$ cat src/rtl/keypad_scan_if.sv
// Keypad-side and controller-side signals of the keypad scanner, bundled.
// The scanner takes the slave view; the controller/keypad side takes master.
interface keypad_scan_if #(
  parameter int ROWS       = 4,
  parameter int COLS       = 4,
  parameter int FIFO_DEPTH = 4
);
  localparam int KW = $clog2(ROWS * COLS);
  localparam int CW = $clog2(FIFO_DEPTH + 1);

  logic [ROWS-1:0] RowIn;     // active-low rows, pulled up
  logic [COLS-1:0] ColOut;    // exactly one bit low: the scanned column
  logic            KeyRdy;    // queue non-empty
  logic            KeyRd;     // pop head entry
  logic [KW-1:0]   KeyCode;   // head entry = row*COLS + col
  logic [CW-1:0]   Count;     // entries queued
  logic            Overflow;  // sticky: a press was dropped
  logic            ClrOvf;    // clears Overflow

  modport slave (
    input  RowIn, KeyRd, ClrOvf,
    output ColOut, KeyRdy, KeyCode, Count, Overflow
  );

  modport master (
    output RowIn, KeyRd, ClrOvf,
    input  ColOut, KeyRdy, KeyCode, Count, Overflow
  );
endinterface

$ cat src/rtl/keypad_scan_queue.sv
// Matrix-keypad scanner: column scan with settle time, single-key debounce on
// press and release, ghost/multi-key rejection, and a key-event FIFO drained
// by the controller through KeyRdy/KeyRd.
module keypad_scan_queue #(
  parameter int ROWS       = 4,
  parameter int COLS       = 4,
  parameter int SETTLE     = 2,
  parameter int DEBOUNCE   = 10,
  parameter int FIFO_DEPTH = 4
) (
  input logic          clk,
  input logic          nRST,
  keypad_scan_if.slave bus
);
  localparam int KW  = $clog2(ROWS * COLS);
  localparam int CW  = $clog2(FIFO_DEPTH + 1);
  localparam int PW  = $clog2(FIFO_DEPTH);
  localparam int RIW = (ROWS > 1) ? $clog2(ROWS) : 1;
  localparam int CIW = (COLS > 1) ? $clog2(COLS) : 1;
  localparam int SW  = $clog2(SETTLE + 1);
  localparam int DW  = $clog2(DEBOUNCE + 1);

  typedef enum logic [1:0] {S_SCAN, S_DEBOUNCE, S_PUSH, S_RELEASE} state_t;

  state_t          state_q, state_d;
  logic [CIW-1:0]  col_q, col_d, col_next;
  logic [RIW-1:0]  row_q, row_d, low_idx;
  logic [SW-1:0]   settle_q, settle_d;
  logic [DW-1:0]   deb_q, deb_d;
  logic [COLS-1:0] col_out_q;
  logic [ROWS-1:0] low, held_pat;
  logic            single_low, push;
  logic [KW-1:0]   push_code;

  logic [KW-1:0]   mem [FIFO_DEPTH];
  logic [PW-1:0]   rd_ptr, wr_ptr;
  logic [CW-1:0]   count_q;
  logic            ovf_q, full, empty, pop, do_push, drop;

  // Row decode: which rows are low, and whether exactly one is.
  always_comb begin
    low        = ~bus.RowIn;
    single_low = (low != '0) && ((low & (low - ROWS'(1))) == '0);
    low_idx    = '0;
    for (int r = 0; r < ROWS; r++) begin
      if (low[r]) low_idx = RIW'(r);
    end
    held_pat  = ~(ROWS'(1) << row_q);
    col_next  = (col_q == CIW'(COLS - 1)) ? '0 : col_q + CIW'(1);
    push_code = KW'(row_q) * KW'(COLS) + KW'(col_q);
  end

  // Scan FSM next-state logic.
  always_comb begin
    // NOTE: every output of this block gets a default first, so no path leaves one unassigned and no latch is inferred.
    state_d  = state_q;
    col_d    = col_q;
    row_d    = row_q;
    settle_d = settle_q;
    deb_d    = deb_q;
    push     = 1'b0;
    case (state_q)
      S_SCAN: begin
        if (settle_q == SW'(SETTLE)) begin
          settle_d = '0;
          if (single_low) begin
            row_d   = low_idx;
            deb_d   = DW'(1);
            state_d = S_DEBOUNCE;
          end else begin
            col_d = col_next;  // idle or ghost pattern: move on
          end
        end else begin
          settle_d = settle_q + SW'(1);
        end
      end
      S_DEBOUNCE: begin
        if (bus.RowIn == held_pat) begin
          deb_d = deb_q + DW'(1);
          if (deb_q + DW'(1) == DW'(DEBOUNCE)) state_d = S_PUSH;
        end else begin
          settle_d = '0;
          state_d  = S_SCAN;
        end
      end
      S_PUSH: begin
        push    = 1'b1;
        deb_d   = '0;
        state_d = S_RELEASE;
      end
      S_RELEASE: begin
        if (&bus.RowIn) begin
          deb_d = deb_q + DW'(1);
          if (deb_q + DW'(1) == DW'(DEBOUNCE)) begin
            deb_d    = '0;
            settle_d = '0;
            col_d    = col_next;
            state_d  = S_SCAN;
          end
        end else begin
          deb_d = '0;  // key still down: restart the release count
        end
      end
      default: state_d = S_SCAN;
    endcase
  end

  // Scan FSM registers; ColOut is registered so it never glitches.
  always_ff @(posedge clk) begin
    // NOTE: sequential state uses non-blocking assignments so every register samples pre-edge values.
    if (!nRST) begin
      state_q   <= S_SCAN;
      col_q     <= '0;
      row_q     <= '0;
      settle_q  <= '0;
      deb_q     <= '0;
      col_out_q <= ~COLS'(1);
    end else begin
      state_q   <= state_d;
      col_q     <= col_d;
      row_q     <= row_d;
      settle_q  <= settle_d;
      deb_q     <= deb_d;
      col_out_q <= ~(COLS'(1) << col_d);
    end
  end

  assign full    = (count_q == CW'(FIFO_DEPTH));
  assign empty   = (count_q == '0);
  assign pop     = bus.KeyRd && !empty;
  assign do_push = push && (!full || pop);
  assign drop    = push && full && !pop;

  // FIFO storage write port.
  always_ff @(posedge clk) begin
    // NOTE: storage is not reset; KeyCode is masked while empty, so stale contents are never visible.
    if (do_push) mem[wr_ptr] <= push_code;
  end

  // FIFO pointers, occupancy and sticky overflow flag (set beats clear).
  always_ff @(posedge clk) begin
    if (!nRST) begin
      rd_ptr  <= '0;
      wr_ptr  <= '0;
      count_q <= '0;
      ovf_q   <= 1'b0;
    end else begin
      if (do_push) wr_ptr <= (wr_ptr == PW'(FIFO_DEPTH - 1)) ? '0 : wr_ptr + PW'(1);
      if (pop)     rd_ptr <= (rd_ptr == PW'(FIFO_DEPTH - 1)) ? '0 : rd_ptr + PW'(1);
      if (do_push && !pop)      count_q <= count_q + CW'(1);
      else if (pop && !do_push) count_q <= count_q - CW'(1);
      if (drop)            ovf_q <= 1'b1;
      else if (bus.ClrOvf) ovf_q <= 1'b0;
    end
  end

  assign bus.ColOut   = col_out_q;
  assign bus.KeyRdy   = !empty;
  assign bus.KeyCode  = empty ? '0 : mem[rd_ptr];
  assign bus.Count    = count_q;
  assign bus.Overflow = ovf_q;
endmodule
$ cat src/flat_wrapper.sv
// flat-port wrapper written by rule: the top's interface ports become plain ports
module keypad_scan_queue_flat 
#(
  parameter int ROWS       = 4,
  parameter int COLS       = 4,
  parameter int SETTLE     = 2,
  parameter int DEBOUNCE   = 10,
  parameter int FIFO_DEPTH = 4
)
  (clk, nRST, bus_RowIn, bus_KeyRd, bus_ClrOvf, bus_ColOut, bus_KeyRdy, bus_KeyCode, bus_Count, bus_Overflow);
  keypad_scan_if #(.ROWS(ROWS), .COLS(COLS), .FIFO_DEPTH(FIFO_DEPTH)) bus_i ();
  input logic clk;
  input logic nRST;
  input wire logic [$bits(bus_i.RowIn)-1:0] bus_RowIn;
  input wire logic [$bits(bus_i.KeyRd)-1:0] bus_KeyRd;
  input wire logic [$bits(bus_i.ClrOvf)-1:0] bus_ClrOvf;
  output wire logic [$bits(bus_i.ColOut)-1:0] bus_ColOut;
  output wire logic [$bits(bus_i.KeyRdy)-1:0] bus_KeyRdy;
  output wire logic [$bits(bus_i.KeyCode)-1:0] bus_KeyCode;
  output wire logic [$bits(bus_i.Count)-1:0] bus_Count;
  output wire logic [$bits(bus_i.Overflow)-1:0] bus_Overflow;
  assign bus_i.RowIn = bus_RowIn;
  assign bus_i.KeyRd = bus_KeyRd;
  assign bus_i.ClrOvf = bus_ClrOvf;
  assign bus_ColOut = bus_i.ColOut;
  assign bus_KeyRdy = bus_i.KeyRdy;
  assign bus_KeyCode = bus_i.KeyCode;
  assign bus_Count = bus_i.Count;
  assign bus_Overflow = bus_i.Overflow;
  keypad_scan_queue #(.ROWS(ROWS), .COLS(COLS), .SETTLE(SETTLE), .DEBOUNCE(DEBOUNCE), .FIFO_DEPTH(FIFO_DEPTH)) u_core (.clk(clk), .nRST(nRST), .bus(bus_i));
endmodule
$ cat config.mk
export PLATFORM = sky130hd
export DESIGN_NAME = keypad_scan_queue_flat
export DESIGN_NICKNAME = d
export VERILOG_FILES = /design/src/rtl/keypad_scan_if.sv /design/src/rtl/keypad_scan_queue.sv /design/src/flat_wrapper.sv
export SDC_FILE = /design/constraint.sdc
export NUM_CORES = 1
export LEC_CHECK = 0
export BUFFER_PORTS_ARGS = -buffer_cell sky130_fd_sc_hd__clkbuf_2
export CAP_MARGIN = 20
export CORE_UTILIZATION = 55
export DETAILED_ROUTE_END_ITERATION = 8
export PLACE_DENSITY = 0.75
export SYNTH_ARGS = -nofsm -noshare
export SYNTH_HDL_FRONTEND = slang
export SYNTH_SLANG_ARGS = --single-unit
$ cat constraint.sdc
create_clock -name clk -period 2.7 [get_ports clk]
set_clock_uncertainty 0.15 [all_clocks]
set_input_delay 0.54 -clock clk [delete_from_list [all_inputs] [get_ports clk]]
set_output_delay 0.54 -clock clk [all_outputs]
set_load 0.05 [all_outputs]
# Word-level counts from Yosys, hierarchy flattened
# Memories as Yosys holds them, arrays and structs flattened. A register that Yosys moved wholly into a read port is not among the register bits.
# Cells that the tools add are included.
word_totals:
  mem_bits_rw: 16
  memories: 1
  reg_bits: 24
  input_bits: 8
mem_list:
  columns: ["memory", "depth", "width", "rd", "rd_ports_with_merged_regs", "wr", "line_no", "source"]
  rows:
  - ["u_core.mem", 4, 4, 1, 1, 1, "keypad_scan_queue.sv:35", "logic [KW-1:0] mem [FIFO_DEPTH];"]
op_classes:
  add_sub_neg: 9
  n_mux: 37
  shifts: 2
  n_bitwise: 4
  n_reduce_logical: 24
  n_eq_ne: 17
ops:
  columns: ["operator", "count"]
  rows:
  - ["$mux 2", 19]
  - ["$mux 4", 6]
  - ["$pmux 4 s4", 1]
  - ["$eq 2x2->1 const B", 6]
  - ["$not 4->4", 3]
  - ["$ne 2x1->1 const B", 5]
  - ["$add 2x1->2 const B", 4]
  - ["$pmux 2 s4", 1]
  - ["$reduce_and 4->1", 2]
  - ["$shl 1x2->4 const A", 2]
  - ["$logic_and 1x1->1", 7]
  - ["$mux 1", 6]
  - ["$mux 3", 2]
  - ["$pmux 2 s3", 1]
  - ["$reduce_and 3->1", 2]
  - ["$reduce_and 5->1", 1]
  - ["$add 4x1->4 const B", 1]
  - ["$add 4x2->4", 1]
  - ["$and 4x4->4", 1]
  - ["$eq 4x4->1", 1]
  - ["$eq 4x4->1 const B", 1]
  - ["$logic_not 1->1", 4]
  - ["$logic_not 4->1", 1]
  - ["$pmux 2 s2", 1]
  - ["13 further kinds", 14]

# Longest topological paths before layout
# Gate-level depths: netlist of the first run.
logic_depth:
  depth_word: 10
  depth_mapped: 10
  mapped_depth_nobuf: 9

# Least setup slack after synthesis of the first run
# Ideal clock, no wire load.
synth_timing:
  kind: "reg-to-reg"
  start: "reg u_core.count_q[0], in the netlist u_core.bus.Count[0]"
  end: "reg u_core.count_q[2], in the netlist u_core.bus.Count[2]"
  t_required_ps: 2480
  path_stages_with_launch: 10
  arrival_ps: 2675
  synth_period_minus_slack_ps: 2895
  setup_slack_ps: -195
  n_path_buf: 1
  setup_time_ps: 70
  cell_sequence: "dfxtp_1 or3_1 clkbuf_1 nand2_1 ha_1 inv_1 fa_1 xor2_1 or3_1 a21oi_1"
synth_via:
  elab_chain_cells: 8
  elab_cells_between_ends: 16
synth_lines:
  columns: ["item", "line_no", "source"]
  rows:
  - ["start, declared", "keypad_scan_queue.sv:37", "logic [CW-1:0] count_q;"]
  - ["start signal, assigned", "keypad_scan_queue.sv:150", "if (do_push && !pop) count_q <= count_q + CW'(1);"]
  - ["start signal, assigned", "keypad_scan_queue.sv:151", "else if (pop && !do_push) count_q <= count_q - CW'(1);"]
  - ["$logic_not 3->1 *", "keypad_scan_queue.sv:129", "assign empty = (count_q == '0);"]
  - ["$logic_not 1->1 *", null, null]
  - ["via bus_KeyRdy", "flat_wrapper.sv:18", "output wire logic [$bits(bus_i.KeyRdy)-1:0] bus_KeyRdy;"]
  - ["$logic_and 1x1->1 *", "keypad_scan_queue.sv:130", "assign pop = bus.KeyRd && !empty;"]
  - ["$logic_or 1x1->1", "keypad_scan_queue.sv:131", "assign do_push = push && (!full || pop);"]
  - ["$logic_and 1x1->1", "keypad_scan_queue.sv:131", null]
  - ["$logic_not 1->1", "keypad_scan_queue.sv:151", null]
  - ["$logic_and 1x1->1", "keypad_scan_queue.sv:151", null]
  - ["$reduce_bool 2->1 (no line)", null, null]
# Mark *: on every way through the listed nets, which the timed path passes. The rest lies on a longest branch. The select of a mux whose other input is x is not followed.
# A chain may end at the register's enable or synchronous reset.

# Final worst setup path of the first run
layout_timing:
  start: "reg u_core.count_q[0], in the netlist u_core.bus.Count[0]"
  end: "reg u_core.count_q[2], in the netlist u_core.bus.Count[2]"
layout_via:
  elab_chain_cells: 8
  elab_cells_between_ends: 16
layout_lines:
  columns: ["item"]
  rows:
  - ["parallel branches: the longest is 8 deep, another holds $sub 3x1->3"]
# Parallel ways; which one is timed is not known. The select of a mux whose other input is x is not followed.

==> results.yml, run 1 <==
cts:
  clk_latency_ns: 0.29
  htreeDepth: 2
  clockBufferDepth: 2
  root_buffer: "clkbuf_8"
  clkTransAtPathRegs_ns: 0.08
  hold_buffers: 0
  cts_sinks: 42
  post_cts_resized: 0
  numCtsBuffers: 5
  cts_post_setup_buffers_inserted: 0
  tritoncts: "built"
route:
  firstDrtPassIters: 4
  ant_nets: 0
  routedWlPerCell_um: 13.88
  drc_errors: 0
  wirelength_mm: 3.678
  viasPerCell: 5.660
  vias: 1500
  drtIter0Drc: 63
cells_and_area:
  final_cell_mix: "dfxtp_1 (23), clkbuf_2 (20), edfxtp_1 (16)"
  final_util_pct: 63.50
  multi_input_area_mm2: 0.001032
  nets: 238
  drive_gt1_share_pct: 19.82
  seqCellArea_mm2: 0.001005
  syn2layout_area_growth_pct: 10.64
  final_common_cell: "dfxtp_1"
  insertedDiodeCount: 0
  fill_cells: 301
synth:
  ys_warn_count: 0
  muxShareOfSynthArea_pct: 7.565
  ys_seq_elements: 42
  yosysUniqueCellTypes: 52
  synthCells: 194
  synth_edf_count: 16
  yosysSeqAreaShare_pct: 47.28
  yosys.area_share.simple_pct: 19.33
  netlist_area_mm2: 0.002117
  synth-xor-area-share_pct: 1.241
  synth_top_family_by_area: "simple AND/OR/NAND/NOR gates"
  yosys.area_share.adder_pct: 8.629
  synthesis.nets: 216
  async_flop_share_pct: 0
  syn_avg_cell_area_um2: 10.91
  synth_compound_area_share_pct: 12.00
  ys_dominant_reg_cell: "dfxtp_1"
global_route:
  overflow: 0
  antenna_found_initial: 0
  first_global_vias: 1505
  grt_usage_pct: 20.89
  grt_first_pass_wirelength_mm: 6.430
  grt_max_degree: 17
setup_path:
  crit_top_cell: "or3_1"
  reg2regPathDepth: 8
  crit_arrival_ns: 2.55
  cp-start-kind: "register"
  end_kind: "register"
  crit_family: "simple AND/OR/NAND/NOR gates"
  r2r_end: "u_core.bus.Count[2]"
  cp_cell_sequence: "or3_1, nand2_1, ha_1, inv_1, fa_1, xor2_1, or3_1, a21oi_1"
  cp-startpoint: "u_core.bus.Count[0]"
  rrSetupSlack_ns: 0.21
  slowest_delay_ns: 0.48
  cp_max_fo: 7
  cp-endpoint: "u_core.bus.Count[2]"
  cp_data_required_time_ns: 2.76
  worst-setup-path-type: "reg2reg"
  crit_slowest_cell: "or3_1"
  crit_cells: 8
  path_buf_inv: 1
  r2r-start: "u_core.bus.Count[0]"
sta:
  relSlewSlack_pct: 61.43
  fin_crit_ns: 2.490
  clock.fmax_mhz: 401.6
  setup_violations: 0
  worst_pin_slew_ns: 0.5705
  finalSetupTns_ns: 0
  rsz0062_at_grt: "no"
  report.final.hold_viol_count: 0
  drv_slew: 0
  finalCritPeriodShare_pct: 92.22
die:
  core_mm2: 0.003689
  dieArea_mm2: 0.004101
  rows: 22
  die_w_um: 64.04
  die_y_um: 64.04
  ios: 21
  start_util_pct: 57.39
power_and_ir_drop:
  comb_power_share_pct: 35.9
  internal_power_mw: 1.096
  switchingPower_uw: 714.6
  leakagePower_nw: 0.9085
  swShare_pct: 39.46
  pwr-share-seq_pct: 43.2
  powerDensity_mw_per_mm2: 773.1
  ir_drop_mv: 0.3816
  p_clk_share_pct: 20.9
outcome:
  status: "completed"
placed_design:
  numPortBuffers: 20
  place_hpwl_mm: 2.838
  gp_congestion: 0.8430
min_path:
  hold_class: "reg2reg"
job:
  maxCapViolCount: 0
-- cells in the mapped netlist, drive strengths merged, types with 3 or more instances --
cell	number	area, um^2
or3b	3	26.28
a21oi	14	73.82
ha	13	162.7
nand2	11	41.29
clkbuf	4	15.01
mux2i	7	70.07
nand3	6	30.03
nor2b	3	18.77
mux4	4	90.09
o21ai	4	20.02
nor2	13	48.80
dfxtp	26	520.5
nand4b	3	26.28
and2	11	68.82
edfxtp	16	480.5
inv	12	45.04
buf	3	23.77
nor4	3	31.28
-- power groups by stage --
| stage | Combinational (mW) | Clock [mW] | Sequential, mW |
|---|---|---|---|
| floorplan | 0.455 | 0 | 0.867 |
| global placement | 0.630 | 0 | 0.793 |
| detailed placement | 0.653 | 0 | 0.799 |
| CTS | 0.654 | 0.393 | 0.784 |
| global route | 0.704 | 0.423 | 0.797 |
| finish | 0.649 | 0.379 | 0.783 |
-- area by class of cell --
cell class	instances	share of cell area (%)
Timing Repair Buffer	22	4.915
Clock buffer	5	2.938
Clock inverter	3	0.6944
Tap cell	48	2.564
Multi-Input combinational cell	133	44.07
Inverter	12	1.923
Sequential cell	42	42.90
-- per-layer routing --
metal	up-vias	part of all wire (%)	GRT usage, %	wire length, um
met2	29	53	38.56	1953
met4	0	1.8	9.943	68
met3	7	3.0	5.000	109
met5	-	0	0	0
met1	711	42	22.00	1547
li1	753	-	-	-
-- state kept, by name (all words and copies together) (netlist names), 2 cells and up, named ones only --
signal,cells
u_core.bus.ColOut,4
u_core.bus.Count,3
u_core.col_q,2
u_core.deb_q,4
u_core.mem,16
u_core.rd_ptr,2
u_core.row_q,2
u_core.settle_q,2
u_core.wr_ptr,2
-- logic make-up after synthesis --
kind of cell	after synthesis
simple gates	69
flops	42
compound gates	36
buf+inv	19
fa+ha+maj	14
mux	11
xor+xnor	3
-- through the flow --
step	hold WS (ns)	worst slack, ns	cell area, um^2	cells	power (mW)
after CTS	0.3553	0.1909	2342	265	1.831
after global placement	0.3156	0.2894	2257	257	1.423
after floorplan	0.3041	0.05408	2122	194	1.322
after detailed placement	0.3404	0.2190	2257	257	1.452
after global routing	0.3795	0.07624	2342	265	1.924
final	0.3515	0.2099	2342	265	1.811
-- how the worst min path moves through the flow --
stage                              from                  end  slack, ns  cells past startpoint
floorplan              u_core.rd_ptr[1]             register       0.30                      2
global placement       u_core.rd_ptr[1]     u_core.rd_ptr[1]       0.32                      2
detailed placement     u_core.rd_ptr[1]     u_core.rd_ptr[1]       0.34                      2
CTS                    u_core.rd_ptr[1]     u_core.rd_ptr[1]       0.36                      2
global route        u_core.bus.Count[2]  u_core.bus.Count[2]       0.38                      2
finish              u_core.bus.Count[2]  u_core.bus.Count[2]       0.35                      2
-- worst min-delay path, delay by kind of cell (launching register included) --
| family | cells | cell delay [ns] |
|---|---|---|
| AO/OA/AOI/OAI | 2 | 0.13 |
| flip-flops | 1 | 0.34 |
No activity file was read; power rests on OpenSTA's default activity.
==> inputs of run 2 (changes only) <==
--- a/config.mk
+++ b/config.mk
@@ -5,6 +5,7 @@
 export SDC_FILE = /design/constraint.sdc
 export NUM_CORES = 1
 export LEC_CHECK = 0
+export ABC_AREA = 1
 export BUFFER_PORTS_ARGS = -buffer_cell sky130_fd_sc_hd__clkbuf_2
 export CAP_MARGIN = 20
 export CORE_UTILIZATION = 55
==> results.yml, run 2 <==
cells_and_area:
  fin_cells: 346
  final_cell_mix: "nand2_1 (44), inv_1 (42), nor2_1 (37), dfxtp_1 (24), nand3_1 (21)"
  syn2layout_area_growth_pct: 11.68
  final_common_cell: "nand2_1"
  nets: 319
  fill_cells: 319
  largest_reg_flops: 16
  insertedDiodeCount: 0
  drive_gt1_share_pct: 16.44
  top_register: "u_core.mem"
route:
  wirelength_mm: 4.187
  drtIter0Drc: 87
  viasPerCell: 5.246
  firstDrtPassIters: 4
  vias: 1815
  routedWlPerCell_um: 12.10
  drc_errors: 0
  ant_nets: 0
cts:
  clk_latency_ns: 0.29
  tritoncts: "built"
  cts_sinks: 42
  htreeDepth: 2
  hold_buffers: 0
  clockBufferDepth: 2
  post_cts_resized: 0
  cts_post_setup_buffers_inserted: 0
  numCtsBuffers: 5
  clkTransAtPathRegs_ns: 0.08
  root_buffer: "clkbuf_8"
setup_path:
  cp-startpoint: "u_core.state_q[0]"
  path_buf_inv: 3
  cp_data_required_time_ns: 2.73
  end_kind: "register"
  cp-start-kind: "register"
  cp_max_fo: 4
  crit_arrival_ns: 2.35
  r2r-start: "u_core.state_q[0]"
  worst-setup-path-type: "reg2reg"
  r2r_end: "u_core.bus.Count[2]"
  reg2regPathDepth: 11
  slowest_delay_ns: 0.37
  crit_top_cell: "inv_1"
  crit_family: "adder cells"
  cp_cell_sequence: "inv_1, ha_1, inv_1, a31oi_1, ha_1, inv_1, fa_1, a21oi_1, o21ai_0, o21ai_0, a21oi_1"
  rrSetupSlack_ns: 0.38
  crit_slowest_cell: "fa_1"
sta:
  relSlewSlack_pct: 73.98
  clock.fmax_mhz: 431.0
  finalCritPeriodShare_pct: 85.93
  drv_slew: 0
  setup_violations: 0
  rsz0062_at_grt: "no"
  setup_slack_ns: 0.3800
  report.final.hold_viol_count: 0
  worst_pin_slew_ns: 0.3902
  fin_crit_ns: 2.320
synth:
  synthesis.nets: 295
  ys_seq_elements: 42
  synthTopCellsByArea: "dfxtp_1 (23%), edfxtp_1 (22%), nand2_1 (7.4%), ha_1 (7.3%), inv_1 (7.1%)"
  syn_avg_cell_area_um2: 8.121
  muxShareOfSynthArea_pct: 0
  async_flop_share_pct: 0
  ys_dominant_reg_cell: "dfxtp_1"
  ys_warn_count: 0
  synth-xor-area-share_pct: 0
  netlist_area_mm2: 0.002217
  yosys.area_share.simple_pct: 28.33
  synth_edf_count: 16
  netlist_top_cells_count: "nand2_1 (44), inv_1 (42), nor2_1 (37), dfxtp_1 (26), nand3_1 (21)"
  yosysUniqueCellTypes: 27
  yosysSeqAreaShare_pct: 45.15
  synth_top_area_cell: "dfxtp_1"
  synth_top_area_share_pct: 23.48
  yosys.area_share.adder_pct: 8.239
  synthCells: 273
  synth_most_common_cell: "nand2_1"
  synth_compound_area_share_pct: 10.21
  synth_top_family_by_area: "simple AND/OR/NAND/NOR gates"
min_path:
  min_to: "u_core.bus.Overflow"
  hp-start: "u_core.bus.Overflow"
  holdPathStages: 2
  hold_class: "reg2reg"
power_and_ir_drop:
  ir_drop_mv: 0.4105
  internal_power_mw: 1.350
  swShare_pct: 45.89
  leakagePower_nw: 1.152
  pwr-share-seq_pct: 36.4
  comb_power_share_pct: 44.0
  p_clk_share_pct: 19.6
  switchingPower_mw: 1.145
  powerDensity_mw_per_mm2: 1007
die:
  die_w_um: 65.49
  start_util_pct: 58.79
  dieArea_mm2: 0.004289
  ios: 21
  core_mm2: 0.003771
  die_y_um: 65.49
  rows: 22
outcome:
  status: "completed"
placed_design:
  post-place-ws_ns: 0.4163
  gp_congestion: 0.8411
  place_hpwl_mm: 3.184
  dp.cells: 338
  numPortBuffers: 20
global_route:
  grt_first_pass_wirelength_mm: 7.210
  overflow: 0
  grt_usage_pct: 22.33
  grt_max_degree: 20
  antenna_found_initial: 0
  first_global_vias: 1653
job:
  maxCapViolCount: 0
==> run 2: kinds of logic after synthesis <==
family	Yosys count
adders and majority gates	14
DFF	42
and+or+nand+nor	127
AOI/OAI and AO/OA	43
buffers and inverters	47
==> run 2: power by group through the flow <==
stage,clock network (mW),logic [mW],registers [mW]
global route,0.524,1.22,0.931
floorplan,0,0.762,1.01
finish,0.488,1.10,0.908
CTS,0.498,1.10,0.906
global placement,0,1.07,0.916
detailed placement,0,1.09,0.922
==> run 2: through the flow <==
step           instance area [um^2]  power [mW]  utilization [%]  hold slack, ns  setup TNS (ns)
2_1_floorplan                  2220       1.768                -          0.3078         -0.4564
3_3_place_gp                   2367       1.990            62.77          0.3037               0
3_5_place_dp                   2367       2.013            62.77          0.3127               0
4_1_cts                        2476       2.503            65.66          0.3243               0
5_1_grt                        2476       2.674            65.66          0.3299               0
6_report                       2476       2.494            65.66          0.3265               0
==> run 2: metal layers <==
metal / up-vias / global-route usage (%) / share of wire (%)
met5: - / 0 / 0
met4: 0 / 8.696 / 1.7
met3: 7 / 4.688 / 3.2
met2: 43 / 37.76 / 50
met1: 827 / 27.61 / 45
li1: 938 / - / -
==> run 2: how the worst max path moves through the flow <==
| stage | depth (start not counted) | to | slack, ns |
|---|---|---|---|
| 6_report | 11 | u_core.bus.Count[2] | 0.38 |
| 3_3_place_gp | 10 | u_core.bus.Count[2] | 0.51 |
| 3_5_place_dp | 10 | u_core.bus.Count[2] | 0.42 |
| 4_1_cts | 11 | u_core.bus.Count[2] | 0.41 |
| 5_1_grt | 11 | u_core.bus.Count[2] | 0.21 |
| 2_1_floorplan | 4 | bus_KeyCode[0] | -0.11 |
==> run 2: area by class of cell <==
| class | count | area (um^2) | share of cell area, % |
|---|---|---|---|
| inverters | 44 | 166.4 | 6.721 |
| multi-input cells | 184 | 1037 | 41.89 |
| flip-flops and latches | 42 | 1003 | 40.53 |
| clock inverters | 3 | 40.04 | 1.617 |
| well taps | 48 | 60.06 | 2.425 |
| repair buffers | 20 | 100.1 | 4.042 |
| clock buffers | 5 | 68.82 | 2.779 |
==> run 2: tightest hold or removal path, cell delays in order, from the launching register on <==
cell,delay (ns)
dfxtp_1,0.31
nand2_1,0.06
a21oi_1,0.06
==> inputs of run 3 (changes only) <==
--- a/config.mk
+++ b/config.mk
@@ -8,9 +8,8 @@
 export ABC_AREA = 1
 export BUFFER_PORTS_ARGS = -buffer_cell sky130_fd_sc_hd__clkbuf_2
 export CAP_MARGIN = 20
-export CORE_UTILIZATION = 55
+export CORE_UTILIZATION = 33
 export DETAILED_ROUTE_END_ITERATION = 8
-export PLACE_DENSITY = 0.75
 export SYNTH_ARGS = -nofsm -noshare
 export SYNTH_HDL_FRONTEND = slang
 export SYNTH_SLANG_ARGS = --single-unit
==> results.yml, run 3 (synthesis results as in run 2) <==
outcome:
  status: "finished with violations"
  violations: "design-rule violations"
cells_and_area:
  final_common_cell: "nand2_1"
  final_cell_mix: "nand2_1 (44), inv_1 (42), nor2_1 (37), dfxtp_1 (24), nand3_1 (21)"
  nets: 319
  top_register: "u_core.mem"
  syn2layout_area_growth_pct: 12.42
  fin_cells: 375
  final_util_pct: 38.81
  insertedDiodeCount: 0
  drive_gt1_share_pct: 16.44
  largest_reg_flops: 16
die:
  die_w_um: 83.97
  core_mm2: 0.006422
  dieArea_mm2: 0.007050
  start_util_pct: 34.52
  die_y_um: 83.97
  rows: 29
  ios: 21
setup_path:
  crit_top_cell: "inv_1"
  crit_family: "adder cells"
  slowest_delay_ns: 0.37
  cp_max_fo: 4
  r2r-start: "u_core.state_q[0]"
  rrSetupSlack_ns: 0.43
  cp-endpoint: "u_core.bus.Count[2]"
  r2r_end: "u_core.bus.Count[2]"
  worst-setup-path-type: "reg2reg"
  cp-startpoint: "u_core.state_q[0]"
  end_kind: "register"
  cp_cell_sequence: "inv_1, ha_1, inv_1, a31oi_1, ha_1, inv_1, fa_1, a21oi_1, o21ai_0, o21ai_0, a21oi_1"
  path_buf_inv: 3
  crit_arrival_ns: 2.31
  reg2regPathDepth: 11
  crit_cells: 11
  cp-start-kind: "register"
  crit_slowest_cell: "fa_1"
  cp_data_required_time_ns: 2.74
route:
  drc_errors: 1
  drtIter0Drc: 104
  wirelength_mm: 4.184
  ant_nets: 0
  viasPerCell: 4.656
  firstDrtPassIters: 6
  routedWlPerCell_um: 11.16
  vias: 1746
power_and_ir_drop:
  powerDensity_mw_per_mm2: 966.0
  comb_power_share_pct: 45.1
  leakagePower_nw: 1.142
  switchingPower_mw: 1.149
  ir_drop_mv: 0.3181
  swShare_pct: 47.73
  pwr-share-seq_pct: 37.9
  internal_power_mw: 1.258
  p_clk_share_pct: 17.0
sta:
  relSlewSlack_pct: 74.45
  clock.fmax_mhz: 440.5
  drv_slew: 0
  report.final.hold_viol_count: 0
  setup_violations: 0
  fin_crit_ns: 2.270
  worst_pin_slew_ns: 0.3832
  rsz0062_at_grt: "no"
  finalCritPeriodShare_pct: 84.08
cts:
  root_buffer: "clkbuf_8"
  clkTransAtPathRegs_ns: 0.09
  post_cts_resized: 0
  clockBufferDepth: 2
  numCtsBuffers: 5
  hold_buffers: 0
  cts_sinks: 42
  cts_post_setup_buffers_inserted: 0
  tritoncts: "built"
  htreeDepth: 2
  clk_latency_ns: 0.29
global_route:
  antenna_found_initial: 0
  grt_first_pass_wirelength_mm: 7.100
  overflow: 0
  grt_usage_pct: 12.73
  grt_max_degree: 20
  first_global_vias: 1590
placed_design:
  place_hpwl_mm: 3.215
  numPortBuffers: 20
  dp.cells: 367
  gp_congestion: 0.8283
min_path:
  hold_class: "reg2reg"
job:
  maxCapViolCount: 0
-- run 3: area by class of cell --
class                           instances  area (um^2)
Tap cell                               77        96.34
Clock inverter                          3        20.02
Inverter                               44        166.4
Timing Repair Buffer                   20        100.1
Sequential cell                        42         1003
Multi-Input combinational cell        184         1037
Clock buffer                            5        68.82
Fill cell                             644         3930
-- run 3: worst min path at each step --
stage | startpoint | to | slack [ns] | depth (start not counted)
after floorplan | u_core.deb_q[3] | u_core.deb_q[3] | 0.31 | 2
after global routing | u_core.bus.Overflow | u_core.bus.Overflow | 0.36 | 2
final | u_core.bus.Overflow | u_core.bus.Overflow | 0.32 | 2
after CTS | u_core.bus.Overflow | u_core.bus.Overflow | 0.32 | 2
after detailed placement | u_core.bus.Overflow | u_core.bus.Overflow | 0.31 | 2
after global placement | u_core.bus.Overflow | u_core.bus.Overflow | 0.31 | 2
-- run 3: layer usage --
layer / global-route usage (%) / part of all wire [%] / up-vias
li1: - / - / 933
met1: 16.41 / 49 / 786
met2: 21.09 / 47 / 23
met3: 4.253 / 3.7 / 4
met4: 1.881 / 0.45 / 0
met5: 0 / 0 / -
-- run 3: tightest hold or removal path: cells and delay by family, from the launching register on --
kind             cells  cell delay, ns
flip-flops           1            0.31
AND/OR/NAND/NOR      1            0.06
AO/OA/AOI/OAI        1            0.05
-- run 3: metrics by stage --
| stage | setup TNS (ns) | total power [mW] | setup slack [ns] | cell area [um^2] | hold slack, ns |
|---|---|---|---|---|---|
| 3_5_place_dp | 0 | 2.013 | 0.4443 | 2404 | 0.3117 |
| 4_1_cts | 0 | 2.423 | 0.4220 | 2492 | 0.3234 |
| 2_1_floorplan | -0.4564 | 1.768 | -0.1141 | 2220 | 0.3078 |
| 3_3_place_gp | 0 | 2.005 | 0.4822 | 2404 | 0.3078 |
| 6_report | 0 | 2.408 | 0.4298 | 2492 | 0.3178 |
| 5_1_grt | 0 | 2.594 | 0.1272 | 2492 | 0.3575 |
-- run 3: power by group through the flow --
stage	logic [mW]	registers, mW	clock network, mW
5_1_grt	1.21	0.930	0.450
3_5_place_dp	1.08	0.929	0
2_1_floorplan	0.762	1.01	0
6_report	1.09	0.911	0.410
4_1_cts	1.09	0.915	0.419
3_3_place_gp	1.08	0.923	0
